File: src/rtl/keypad_pkg.sv
// Shared types and helpers for the keypad scanner: FSM states, key code width
// and the column strobe lookup.
package keypad_pkg;

    localparam int KEY_CODE_W = 6;

    typedef enum logic [1:0] {
        SCAN     = 2'd0,
        PRESS_DB = 2'd1,
        HELD     = 2'd2,
        REL_DB   = 2'd3
    } scan_state_e;

    // One-low column strobe; column 0 drives the MSB low.
    function automatic logic [3:0] col_strobe(input logic [1:0] idx);
        logic [3:0] strobe;
        unique case (idx)
            2'd0:    strobe = 4'b0111;
            2'd1:    strobe = 4'b1011;
            2'd2:    strobe = 4'b1101;
            default: strobe = 4'b1110;
        endcase
        return strobe;
    endfunction

endpackage

File: src/rtl/key_fifo.sv
// Small synchronous FIFO for key codes. Storage is not reset; the head output
// reads zero while empty so the visible data still starts at zero.
module key_fifo
    import keypad_pkg::*;
#(
    parameter int DEPTH = 4,
    parameter int WIDTH = KEY_CODE_W
) (
    input  logic                     clk,
    input  logic                     rst,
    input  logic                     push,
    input  logic                     pop,
    input  logic [WIDTH-1:0]         wdata,
    output logic [WIDTH-1:0]         rdata,
    output logic                     full,
    output logic                     empty,
    output logic [$clog2(DEPTH):0]   count
);

    localparam int AW = $clog2(DEPTH);
    localparam logic [AW:0] DEPTH_CNT = (AW + 1)'(DEPTH);

    logic [WIDTH-1:0] mem [DEPTH];
    logic [AW-1:0]    wr_ptr;
    logic [AW-1:0]    rd_ptr;
    logic             do_push;
    logic             do_pop;

    assign full    = (count == DEPTH_CNT);
    assign empty   = (count == '0);
    // A full FIFO still accepts a push when the head leaves in the same cycle.
    assign do_push = push && (!full || pop);
    assign do_pop  = pop && !empty;
    assign rdata   = empty ? '0 : mem[rd_ptr];

    always_ff @(posedge clk) begin
        if (rst) begin
            wr_ptr <= '0;
            rd_ptr <= '0;
            count  <= '0;
        end else begin
            if (do_push) wr_ptr <= wr_ptr + 1'b1;
            if (do_pop)  rd_ptr <= rd_ptr + 1'b1;
            unique case ({do_push, do_pop})
                2'b10:   count <= count + 1'b1;
                2'b01:   count <= count - 1'b1;
                default: count <= count;
            endcase
        end
    end

    always_ff @(posedge clk) begin
        if (!rst && do_push) mem[wr_ptr] <= wdata;
    end

endmodule

File: src/rtl/keypad_scan_ctrl.sv
// 4x4 keypad front end: scan tick divider, column scanning FSM with press and
// release debounce, and a key-code FIFO with valid/ready output.
module keypad_scan_ctrl
    import keypad_pkg::*;
#(
    parameter int SCAN_DIV       = 50000,
    parameter int DEBOUNCE_TICKS = 4,
    parameter int FIFO_DEPTH     = 4
) (
    input  logic                          clk,
    input  logic                          rst,
    input  logic [3:0]                    keyrow,
    output logic [3:0]                    keycolumn,
    output logic [KEY_CODE_W-1:0]         key_data,
    output logic                          key_valid,
    input  logic                          key_ready,
    output logic [$clog2(FIFO_DEPTH):0]   fifo_count,
    output logic                          overflow,
    input  logic                          clr_ovf
);

    localparam logic [15:0] DIV_LAST = 16'(SCAN_DIV - 1);
    localparam logic [3:0]  DB_LAST  = 4'(DEBOUNCE_TICKS);
    localparam logic        DB_ONE   = (DEBOUNCE_TICKS == 1);

    logic [15:0]           div;
    logic                  tick;
    scan_state_e           state;
    logic [1:0]            col_idx;
    logic [KEY_CODE_W-1:0] cand;
    logic [3:0]            db;
    logic [3:0]            db_next;
    logic                  row_idle;
    logic                  push;
    logic                  pop;
    logic                  full;
    logic                  empty;

    assign tick     = (div == DIV_LAST);
    assign db_next  = db + 4'd1;
    assign row_idle = (keyrow == 4'b1111);

    always_ff @(posedge clk) begin
        if (rst || tick) div <= '0;
        else             div <= div + 16'd1;
    end

    // Push fires on the tick that completes release debounce (or the first
    // release tick when a single stable tick is enough).
    assign push = tick && row_idle &&
                  ((state == REL_DB && db_next == DB_LAST) || (DB_ONE && state == HELD));

    always_ff @(posedge clk) begin
        if (rst) begin
            state   <= SCAN;
            col_idx <= 2'd0;
            cand    <= '0;
            db      <= 4'd0;
        end else if (tick) begin
            unique case (state)
                SCAN: begin
                    if (row_idle) begin
                        col_idx <= col_idx + 2'd1;
                    end else begin
                        cand  <= {col_idx, keyrow};
                        db    <= 4'd1;
                        state <= DB_ONE ? HELD : PRESS_DB;
                    end
                end
                PRESS_DB: begin
                    if (keyrow != cand[3:0]) begin
                        state <= SCAN;
                    end else begin
                        db <= db_next;
                        if (db_next == DB_LAST) state <= HELD;
                    end
                end
                HELD: begin
                    if (row_idle) begin
                        db <= 4'd1;
                        if (DB_ONE) begin
                            col_idx <= col_idx + 2'd1;
                            state   <= SCAN;
                        end else begin
                            state <= REL_DB;
                        end
                    end
                end
                REL_DB: begin
                    if (!row_idle) begin
                        state <= HELD;
                    end else begin
                        db <= db_next;
                        if (db_next == DB_LAST) begin
                            col_idx <= col_idx + 2'd1;
                            state   <= SCAN;
                        end
                    end
                end
                default: state <= SCAN;
            endcase
        end
    end

    assign keycolumn = col_strobe(col_idx);
    assign pop       = key_valid && key_ready;
    assign key_valid = !empty;

    // A drop in the same cycle as clr_ovf keeps the flag set.
    always_ff @(posedge clk) begin
        if (rst)                      overflow <= 1'b0;
        else if (push && full && !pop) overflow <= 1'b1;
        else if (clr_ovf)             overflow <= 1'b0;
    end

    key_fifo #(
        .DEPTH (FIFO_DEPTH),
        .WIDTH (KEY_CODE_W)
    ) u_fifo (
        .clk   (clk),
        .rst   (rst),
        .push  (push),
        .pop   (pop),
        .wdata (cand),
        .rdata (key_data),
        .full  (full),
        .empty (empty),
        .count (fifo_count)
    );

endmodule

File: config.mk
export PLATFORM = sky130hd
export DESIGN_NAME = keypad_scan_ctrl
export DESIGN_NICKNAME = d
export VERILOG_FILES = /design/src/rtl/keypad_pkg.sv /design/src/rtl/key_fifo.sv /design/src/rtl/keypad_scan_ctrl.sv
export SDC_FILE = /design/constraint.sdc
export NUM_CORES = 1
export LEC_CHECK = 0
export ABC_AREA = 1
export BUFFER_PORTS_ARGS = -buffer_cell sky130_fd_sc_hd__buf_2
export CORE_MARGIN = 3
export CORE_UTILIZATION = 45
export CTS_CLUSTER_DIAMETER = 80
export CTS_CLUSTER_SIZE = 20
export DETAILED_ROUTE_END_ITERATION = 16
export SYNTH_ARGS = -nofsm -noshare
export SYNTH_HDL_FRONTEND = slang
export SYNTH_HIERARCHICAL = 1
export SYNTH_SLANG_ARGS = --single-unit
File: constraint.sdc
create_clock -name clk -period 3 [get_ports clk]
set_input_delay 0.15 -clock clk [delete_from_list [all_inputs] [get_ports clk]]
set_output_delay 0.15 -clock clk [all_outputs]
set_load 0.02 [all_outputs]
; Word-level counts from Yosys, hierarchy flattened
; Memories as Yosys holds them, arrays and structs flattened. A register that Yosys moved wholly into a read port is not among the register bits.
; Index checks and enable logic that the tools add are counted.
[op_classes]
n_eq_ne = 20
add_sub_neg = 7
n_bitwise = 1
n_reduce_logical = 25
n_mux = 25
[ops]
columns = operator, n
row1 = $mux W2, 11
row2 = $add A16 B1 Y16 const B, 1
row3 = $eq A16 B16 Y1 const B, 1
row4 = $mux W4, 4
row5 = $pmux W4 S4, 1
row6 = $reduce_and A5 Y1, 3
row7 = $pmux W4 S3, 1
row8 = $ne A2 B2 Y1 const B, 5
row9 = $logic_and A1 B1 Y1, 9
row10 = $eq A2 B2 Y1 const B, 4
row11 = $pmux W2 S4, 1
row12 = $add A2 B1 Y2 const B, 3
row13 = $eq A2 B1 Y1 const B, 3
row14 = $mux W6, 1
row15 = $pmux W3 S2, 1
row16 = $reduce_bool A2 Y1, 3
row17 = $add A4 B1 Y4 const B, 1
row18 = $eq A4 B3 Y1 const B, 1
row19 = $eq A4 B4 Y1 const B, 1
row20 = $logic_not A1 Y1, 4
row21 = $logic_not A2 Y1, 2
row22 = $mux W1, 4
row23 = $ne A4 B4 Y1, 1
row24 = $pmux W2 S2, 1
row25 = 10 further kinds, 11
[word_totals]
input_bits = 8
memories = 1
ram_bits = 24
word_cells = 88
regBits = 38
[mem_list]
columns = name, depth, word_bits, rd, rd_clocked_by_memory_dff, wr, line_no
row1 = u_fifo.mem, 4, 6, 1, 1, 1, key_fifo.sv:23  ; logic [WIDTH-1:0] mem [DEPTH];

; Logic depth before layout (Yosys ltp)
; Gate-level depths: netlist (run 1).
[logic_depth]
word_depth = 8
ltp_mapped = 18
ltp_nobuf = 18

; Cells and area by module
; The synthesis (run 1) kept the hierarchy.
[by_module_without_submodules]
columns = mod, n_inst, cells_each, area_per_inst_um2
row1 = keypad_scan_ctrl, 1, 261, 1781.7
row2 = key_fifo, 1, 145, 1452.6

; Worst setup path after synthesis (run 1)
; OpenSTA, ideal clock, no wires.
[synth_path]
path_type = register to register
from = register u_fifo.count[0]
to = register u_fifo.count[2]
setup_time_ns = 0.113
t_required_ns = 2.887
setup_slack_ns = 0.661
period_less_slack_ns = 2.339
t_arrival_ns = 2.226
path_stages_with_launch = 19
cell_sequence = dfxtp_1 -> nor2_2 -> nand2_2 -> inv_1 -> inv_1 -> nand2_1 -> inv_1 -> inv_1 -> nand3_2 -> nand2_1 -> ha_1 -> inv_1 -> fa_1 -> inv_1 -> nand2_1 -> nand3_1 -> nand2_1 -> nand2_1 -> nor2_1
[synth_between]
elab_chain_cells = 7
word_cells_on_any_way = 14
[synth_rtl]
columns = element, line_no
row1 = start: declaration, key_fifo.sv:17  ; output logic [$clog2(DEPTH):0] count
row2 = start signal: assignment, key_fifo.sv:45  ; 2'b10: count <= count + 1'b1;
row3 = start signal: assignment, key_fifo.sv:46  ; 2'b01: count <= count - 1'b1;
row4 = start signal: assignment, key_fifo.sv:47  ; default: count <= count;
row5 = $logic_not A3 Y1 *, key_fifo.sv:30  ; assign empty = (count == '0);
row6 = net empty, keypad_scan_ctrl.sv:37  ; logic empty;
row7 = $logic_not A1 Y1 *, keypad_scan_ctrl.sv:107  ; assign key_valid = !empty;
row8 = net key_valid, keypad_scan_ctrl.sv:15  ; output logic key_valid,
row9 = $logic_and A1 B1 Y1 *, keypad_scan_ctrl.sv:106  ; assign pop = key_valid && key_ready;
row10 = net pop, keypad_scan_ctrl.sv:35  ; logic pop;
row11 = $logic_or A1 B1 Y1, key_fifo.sv:32  ; assign do_push = push && (!full || pop);
row12 = $logic_and A1 B1 Y1, key_fifo.sv:32
row13 = $eq A2 B1 Y1 or $eq A2 B2 Y1 (tied branches), key_fifo.sv:44  ; unique case ({do_push, do_pop})
row14 = $pmux W3 S2 or $reduce_bool A2 Y1 (tied branches), n/a
; Mark *: on every way through the listed nets, which the timed path passes. The rest lies on a longest branch.
; A chain may end at the register's enable or synchronous reset.

; Worst setup path in the final report (run 1)
[layout_path]
from = register u_fifo.count[0]
to = register u_fifo.count[2]
[layout_between]
elab_chain_cells = 7
word_cells_on_any_way = 14
[layout_rtl]
columns = element, line_no
row1 = $logic_not A3 Y1 *, key_fifo.sv:30
row2 = net empty, keypad_scan_ctrl.sv:37
row3 = $logic_not A1 Y1 *, keypad_scan_ctrl.sv:107
row4 = $logic_and A1 B1 Y1 *, keypad_scan_ctrl.sv:106
row5 = net pop, keypad_scan_ctrl.sv:35
row6 = $logic_or A1 B1 Y1, key_fifo.sv:32
row7 = $logic_and A1 B1 Y1, key_fifo.sv:32
row8 = $eq A2 B1 Y1 or $eq A2 B2 Y1 (tied branches), key_fifo.sv:44
row9 = $pmux W3 S2 or $reduce_bool A2 Y1 (tied branches), n/a
; Marks and branches as above.

==> reports/results.ini, run 1 <==
[outcome]
status=finished, final reports clean

[routing]
drt-pass1-iter-count=4
wl_per_cell_um=11.40
num_vias=2480
routed_via_density=4.644
postRouteAntennaNets=0
drc=0
totalWireLength_um=6090
drt_iter0_drc=85

[clock_network]
cts_tree=built
insertion_delay_ns=0.34
cts.htree.levels=3
cts_buffers=9
clock_sinks=64
path_clk_slew_ns=0.07
clockRootBuffer=clkbuf_8
postCtsHoldBufs=0
post_cts_resized=0
clockBufferDepth=2
postCtsSetupBuffers=0

[finish]
fin_util_pct=52.42
final_cell_mix=82 x nor2_1, 67 x nand2_1, 62 x inv_1
drive_gt1_share_pct=14.61
antenna_cells=0
layout.nets=455
layout_commonest_cell=nor2_1
syn_to_final_growth_pct=11.33

[placement]
globalplace.congestion=0.7695
portBuffers=22
dp_hpwl_um=4441

[timing]
fin_crit_sh_pct=83.10
relSlewSlack_pct=59.49
worst_pin_slew_ns=0.6054
slew_viol_final=0
setup_viol=0
fmax_mhz=401.1
hold_viol=0
finClkSkew_ns=0.007690
fin_crit_ns=2.493
setup-tns-final_ns=0
rsz0062_at_grt=false

[worst_hold_path]
hold_path_depth=2
hold_end=overflow$_SDFFE_PP0P_
hold_path_class=input pin to register
hp-start=rst

[setup_path]
reg2reg_from=u_fifo/count[0]$_SDFFE_PP0P_
cp.required_ns=3.24
crit_type=register to register
r2r_setup_slack_ns=0.51
r2r-end=u_fifo/count[2]$_SDFFE_PP0P_
arrival_ns=2.73
worst-path-max-fanout=7
startpoint_type=register
worst_setup_path_end_kind=register
reg2regPathDepth=18

[die]
ios=23
fp.dieH_um=90.78
die_w_um=90.78
die-area_um2=8241
core_um2=6869
rows=30
start_util_pct=47.09

[power_and_ir_drop]
p_per_area_nw_per_um2=455.3
vdd.ir_drop.worst_v=0.0002136
p_comb_share_pct=2.0
leakagePower_nw=1.553
swShare_pct=21.81
power_switching_uw=357.5
seqPwrFrac_pct=54.9
p_int_mw=1.282
clkPwrFrac_pct=43.1

[synth]
avgSynthCellArea_um2=7.966
ys_warn_count=6
synth_async_sr_flop_share_pct=0
synth-main-ff-cell=dfxtp_1
ys_seq_area_share_pct=47.04
synth-seq-cells=64
syn_inst=406
synthesis.area_um2=3234
post-synth-top-area-cell=dfxtp_1
syn_nets=427
yosysUniqueCellTypes=34
synth.area.top_cells=dfxtp_1 25%, edfxtp_1 22%, nor2_1 9.5%, nand2_1 7.8%, inv_1 7.2%
synth_top_area_share_pct=24.76
synth_edf_count=24

[grt]
gr-total-overflow=0
gr-usage-all-layers_pct=16.20
grt_pass1_vias=2471
grt_pass1_wl_um=10830
grt_max_degree=16
antenna_found_initial=0

[run]
maxCapViolations=0

[state kept, by name (all words and copies together) (netlist names), named ones only]
name,cells
u_fifo/wr_ptr,2
overflow,1
cand,6
u_fifo/rd_ptr,2
db,4
state,2
div,16
u_fifo/count,3
col_idx,2
u_fifo/mem,24
[how the worst max path moves through the flow]
stage,start,to,slack [ns]
6_report,u_fifo/count[0]$_SDFFE_PP0P_,u_fifo/count[2]$_SDFFE_PP0P_,0.51
5_1_grt,u_fifo/count[0]$_SDFFE_PP0P_,u_fifo/count[2]$_SDFFE_PP0P_,0.21
4_1_cts,u_fifo/count[0]$_SDFFE_PP0P_,u_fifo/count[2]$_SDFFE_PP0P_,0.50
3_5_place_dp,u_fifo/count[0]$_SDFFE_PP0P_,u_fifo/count[2]$_SDFFE_PP0P_,0.52
3_3_place_gp,u_fifo/count[0]$_SDFFE_PP0P_,u_fifo/count[2]$_SDFFE_PP0P_,0.53
2_1_floorplan,u_fifo/count[0]$_SDFFE_PP0P_,u_fifo/count[2]$_SDFFE_PP0P_,0.66
[power groups by stage]
| stage | Clock [mW] | Combinational, mW | Sequential, mW |
|---|---|---|---|
| floorplan | 0 | 0.0229 | 0.918 |
| global placement | 0 | 0.0333 | 0.919 |
| detailed placement | 0 | 0.0335 | 0.919 |
| CTS | 0.728 | 0.0337 | 0.899 |
| global route | 0.768 | 0.0386 | 0.899 |
| finish | 0.707 | 0.0329 | 0.899 |
[kinds of logic after synthesis]
group           count (synthesis)  synth area share (%)
flops                          64                 47.04
compound gates                 50                 8.085
buf+inv                        70                 9.052
simple gates                  202                 28.67
fa+ha+maj                      13                 5.261
xor+xnor                        7                 1.896
[through the flow]
step / power [mW] / worst slack [ns] / cells / hold slack (ns) / instance area [um^2]
floorplan: 0.9412 / 0.6607 / 406 / 0.2191 / 3234
finish: 1.639 / 0.5069 / 534 / 0.06467 / 3601
CTS: 1.661 / 0.5043 / 534 / 0.05638 / 3601
global route: 1.706 / 0.2112 / 534 / 0.07536 / 3601
global placement: 0.9521 / 0.5286 / 519 / 0.4181 / 3416
detailed placement: 0.9522 / 0.5185 / 519 / 0.4241 / 3416
[cells in the mapped netlist (2+ instances only)]
master and n:
a21oi_1 23, buf_6 2, dfxtp_1 40, edfxtp_1 24
ha_1 12, inv_1 62, inv_2 3, nand2_1 67
nand2_2 7, nand3_1 19, nand3b_1 2, nand4_1 4
nor2_1 82, nor2_2 6, nor2_4 5, nor3_1 3
nor3b_1 2, o21ai_0 17, o21ai_1 6, xnor2_1 2
xor2_1 5
[critical path: stages, from the launching register on]
cell and delay [ns]:
dfxtp_1 0.36, nor2_2 0.16, nand2_2 0.10, inv_1 0.23, inv_1 0.09, nand2_1 0.10, inv_1 0.09, inv_1 0.07
nand3_2 0.13, nand2_1 0.11, ha_1 0.16, inv_1 0.06, fa_1 0.38, inv_1 0.07, nand2_1 0.04, nand3_1 0.08
nand2_1 0.06, nand2_1 0.05, nor2_1 0.04
[per-layer routing]
metal / vias up / part of all wire [%] / track usage, %
met4: 0 / 1.4 / 5.779
li1: 1334 / - / -
met3: 11 / 2.8 / 4.583
met2: 24 / 46 / 26.07
met1: 1111 / 50 / 20.82
met5: - / 0 / 0
[area by class of cell]
class                           instances  area, um^2
Clock buffer                            9       123.9
Sequential cell                        64        1521
Timing Repair Buffer                   22       110.1
Fill cell                             665        3268
Multi-Input combinational cell        272        1420
Inverter                               65       244.0
Tap cell                               96       120.1
Clock inverter                          6       61.31
Power figures use the tool's default switching activity.
==> run 2, diff against run 1 <==
==> constraint.sdc (replaced) <==
create_clock -name clk -period 2.55 [get_ports clk]
set_input_delay 0.1275 -clock clk [delete_from_list [all_inputs] [get_ports clk]]
set_output_delay 0.1275 -clock clk [all_outputs]
set_load 0.02 [all_outputs]
==> run 2 against run 1 <==
Sequential power rose by 18%. Non-clock buffer count is 7 higher. Sequential share of layout area is 1.3 points lower. Via count up 1.3%. Combinational power rose by 24%. Hold slack lost 0.014 ns. Highest routed layer unchanged.
==> reports/results.ini, run 2 (synthesis results as in run 1) <==
[finish]
largest_reg_flops=24
syn_to_final_growth_pct=14.85
antenna_cells=0
final_cell_mix=81 x nor2_1, 67 x nand2_1, 61 x inv_1
finalInstanceArea_um2=3715
fin_cells=542
regMostFlops=u_fifo/mem
reg.largest.list=u_fifo/mem (24), div (16), cand (6)
layout.nets=462
layout_commonest_cell=nor2_1
drive_gt1_share_pct=16.82

[power_and_ir_drop]
power_switching_uw=434.0
p_per_area_nw_per_um2=579.7
vdd.ir_drop.worst_v=0.0003272
seqPwrFrac_pct=49.1
p_int_mw=1.719
p_comb_share_pct=1.9
leakagePower_nw=1.621
swShare_pct=20.15
clkPwrFrac_pct=49.0

[worst_hold_path]
hold_path_class=input pin to register

[die]
ios=23
start_util_pct=47.09
die_w_um=90.78
die-area_um2=8241
core_um2=6869
rows=30
fp.dieH_um=90.78

[setup_path]
reg2regPathDepth=12
r2r-end=u_fifo/count[1]$_SDFFE_PP0P_
cpPeakStageDelay_ns=0.41
cp_slowest_cell=fa_1
startpoint_type=register
crit_chain=ha_1 > nand3_1 > nor2_4 > nand3_4 > inv_1 > nand2_1 > inv_2 > nand2_1 > ha_1 > inv_1 > fa_1 > a21oi_1
crit_type=register to register
reg2reg_from=div[0]$_SDFF_PP0_
r2r_setup_slack_ns=0.25
cp-endpoint=u_fifo/count[1]$_SDFFE_PP0P_
startpoint=div[0]$_SDFF_PP0_
worstSetupPathDepth=12
arrival_ns=2.56
cp.required_ns=2.81
worst_setup_path_end_kind=register
critPathTopFamily=adder cells
worst-path-max-fanout=6
path_buf_inv=3

[routing]
wl_per_cell_um=11.27
totalWireLength_um=6109
drt-pass1-iter-count=4
routed_via_density=4.633
drc=0
num_vias=2511
postRouteAntennaNets=0
drt_iter0_drc=89

[placement]
placedCellCount=526
dp_hpwl_um=4562
portBuffers=22
dpl_cell_area_um2=3468
globalplace.congestion=0.8482

[clock_network]
insertion_delay_ns=0.33
cts_buffers=9
cts_tree=built
clock_sinks=64
clockRootBuffer=clkbuf_8
clockBufferDepth=2
postCtsHoldBufs=0
cts.htree.levels=3
path_clk_slew_ns=0.07

[run]
maxCapViolations=0

[timing]
slew_viol_final=0
hold_viol=0
finClkSkew_ns=0.009099
fmax_mhz=434.3
relSlewSlack_pct=64.28
worst_pin_slew_ns=0.5345
setup-tns-final_ns=0
rsz0062_at_grt=false
setup_viol=0
fin_crit_ns=2.303
fin_crit_sh_pct=90.30

[grt]
grt_max_degree=16
gr-usage-all-layers_pct=15.83
gr-total-overflow=0
antenna_found_initial=0
grt_pass1_wl_um=10610
grt_pass1_vias=2389

[outcome]
status=finished, final reports clean

==> run 2: cell types whose count changed in the layout (fill, tap and decap cells not counted), sizes merged <==
cell      before  now
buf           22   29
bufinv         1    3
clkinvlp       3    1
clkinv         2    3
==> run 2: through the flow <==
step	setup slack (ns)	power, mW	utilization, %	hold WS, ns
6_report	0.2473	2.154	54.08	0.05066
5_1_grt	0.01084	2.225	54.08	0.07345
4_1_cts	0.1603	2.181	54.04	0.03417
3_5_place_dp	0.1851	1.122	50.49	0.3931
3_3_place_gp	0.2343	1.121	50.49	0.3906
2_1_floorplan	0.2107	1.107	-	0.1966
==> run 2: metal layers <==
metal  vias to the layer above  GRT usage [%]  routed length (um)
met1                      1129          19.47                2947
met4                         0          6.533                  89
met3                         8          2.917                 127
met2                        25          27.24                2945
li1                       1349              -                   -
met5                         -              0                   0
==> run 2: layout make-up <==
cell class | instances | area [um^2]
multi-input cells | 272 | 1423
fillers | 662 | 3154
well taps | 96 | 120.1
repair buffers | 29 | 162.7
clock buffers | 9 | 123.9
clock inverters | 7 | 120.1
inverters | 65 | 244.0
flip-flops and latches | 64 | 1521
==> run 2: power groups by stage <==
stage                     clock [mW]  combinational [mW]  sequential, mW
after floorplan                    0              0.0269            1.08
after global placement             0              0.0405            1.08
after detailed placement           0              0.0410            1.08
after CTS                       1.08              0.0416            1.06
after global routing            1.12              0.0473            1.06
final                           1.05              0.0409            1.06
==> run 2: worst register-to-register path, delay by kind of cell (launching register included) <==
family | cells | cell delay [ns]
compound gates | 1 | 0.14
fa+ha+maj | 3 | 0.80
buf+inv | 3 | 0.32
flops | 1 | 0.35
simple gates | 5 | 0.61
==> run 2: how the worst min path moves through the flow <==
stage	slack, ns	endpoint	from	cells after the start
detailed placement	0.39	overflow$_SDFFE_PP0P_	clr_ovf	4
CTS	0.03	overflow$_SDFFE_PP0P_	clr_ovf	4
global placement	0.39	overflow$_SDFFE_PP0P_	clr_ovf	4
global route	0.07	overflow$_SDFFE_PP0P_	rst	2
floorplan	0.20	overflow$_SDFFE_PP0P_	rst	1
finish	0.05	overflow$_SDFFE_PP0P_	clr_ovf	4
==> run 2: repair_timing <==
action                                  4_1_cts  5_1_grt
resized for setup                             0        2
setup buffers                                 0        0
endpoints found under the setup margin        0        2
hold endpoints to repair                      0        0
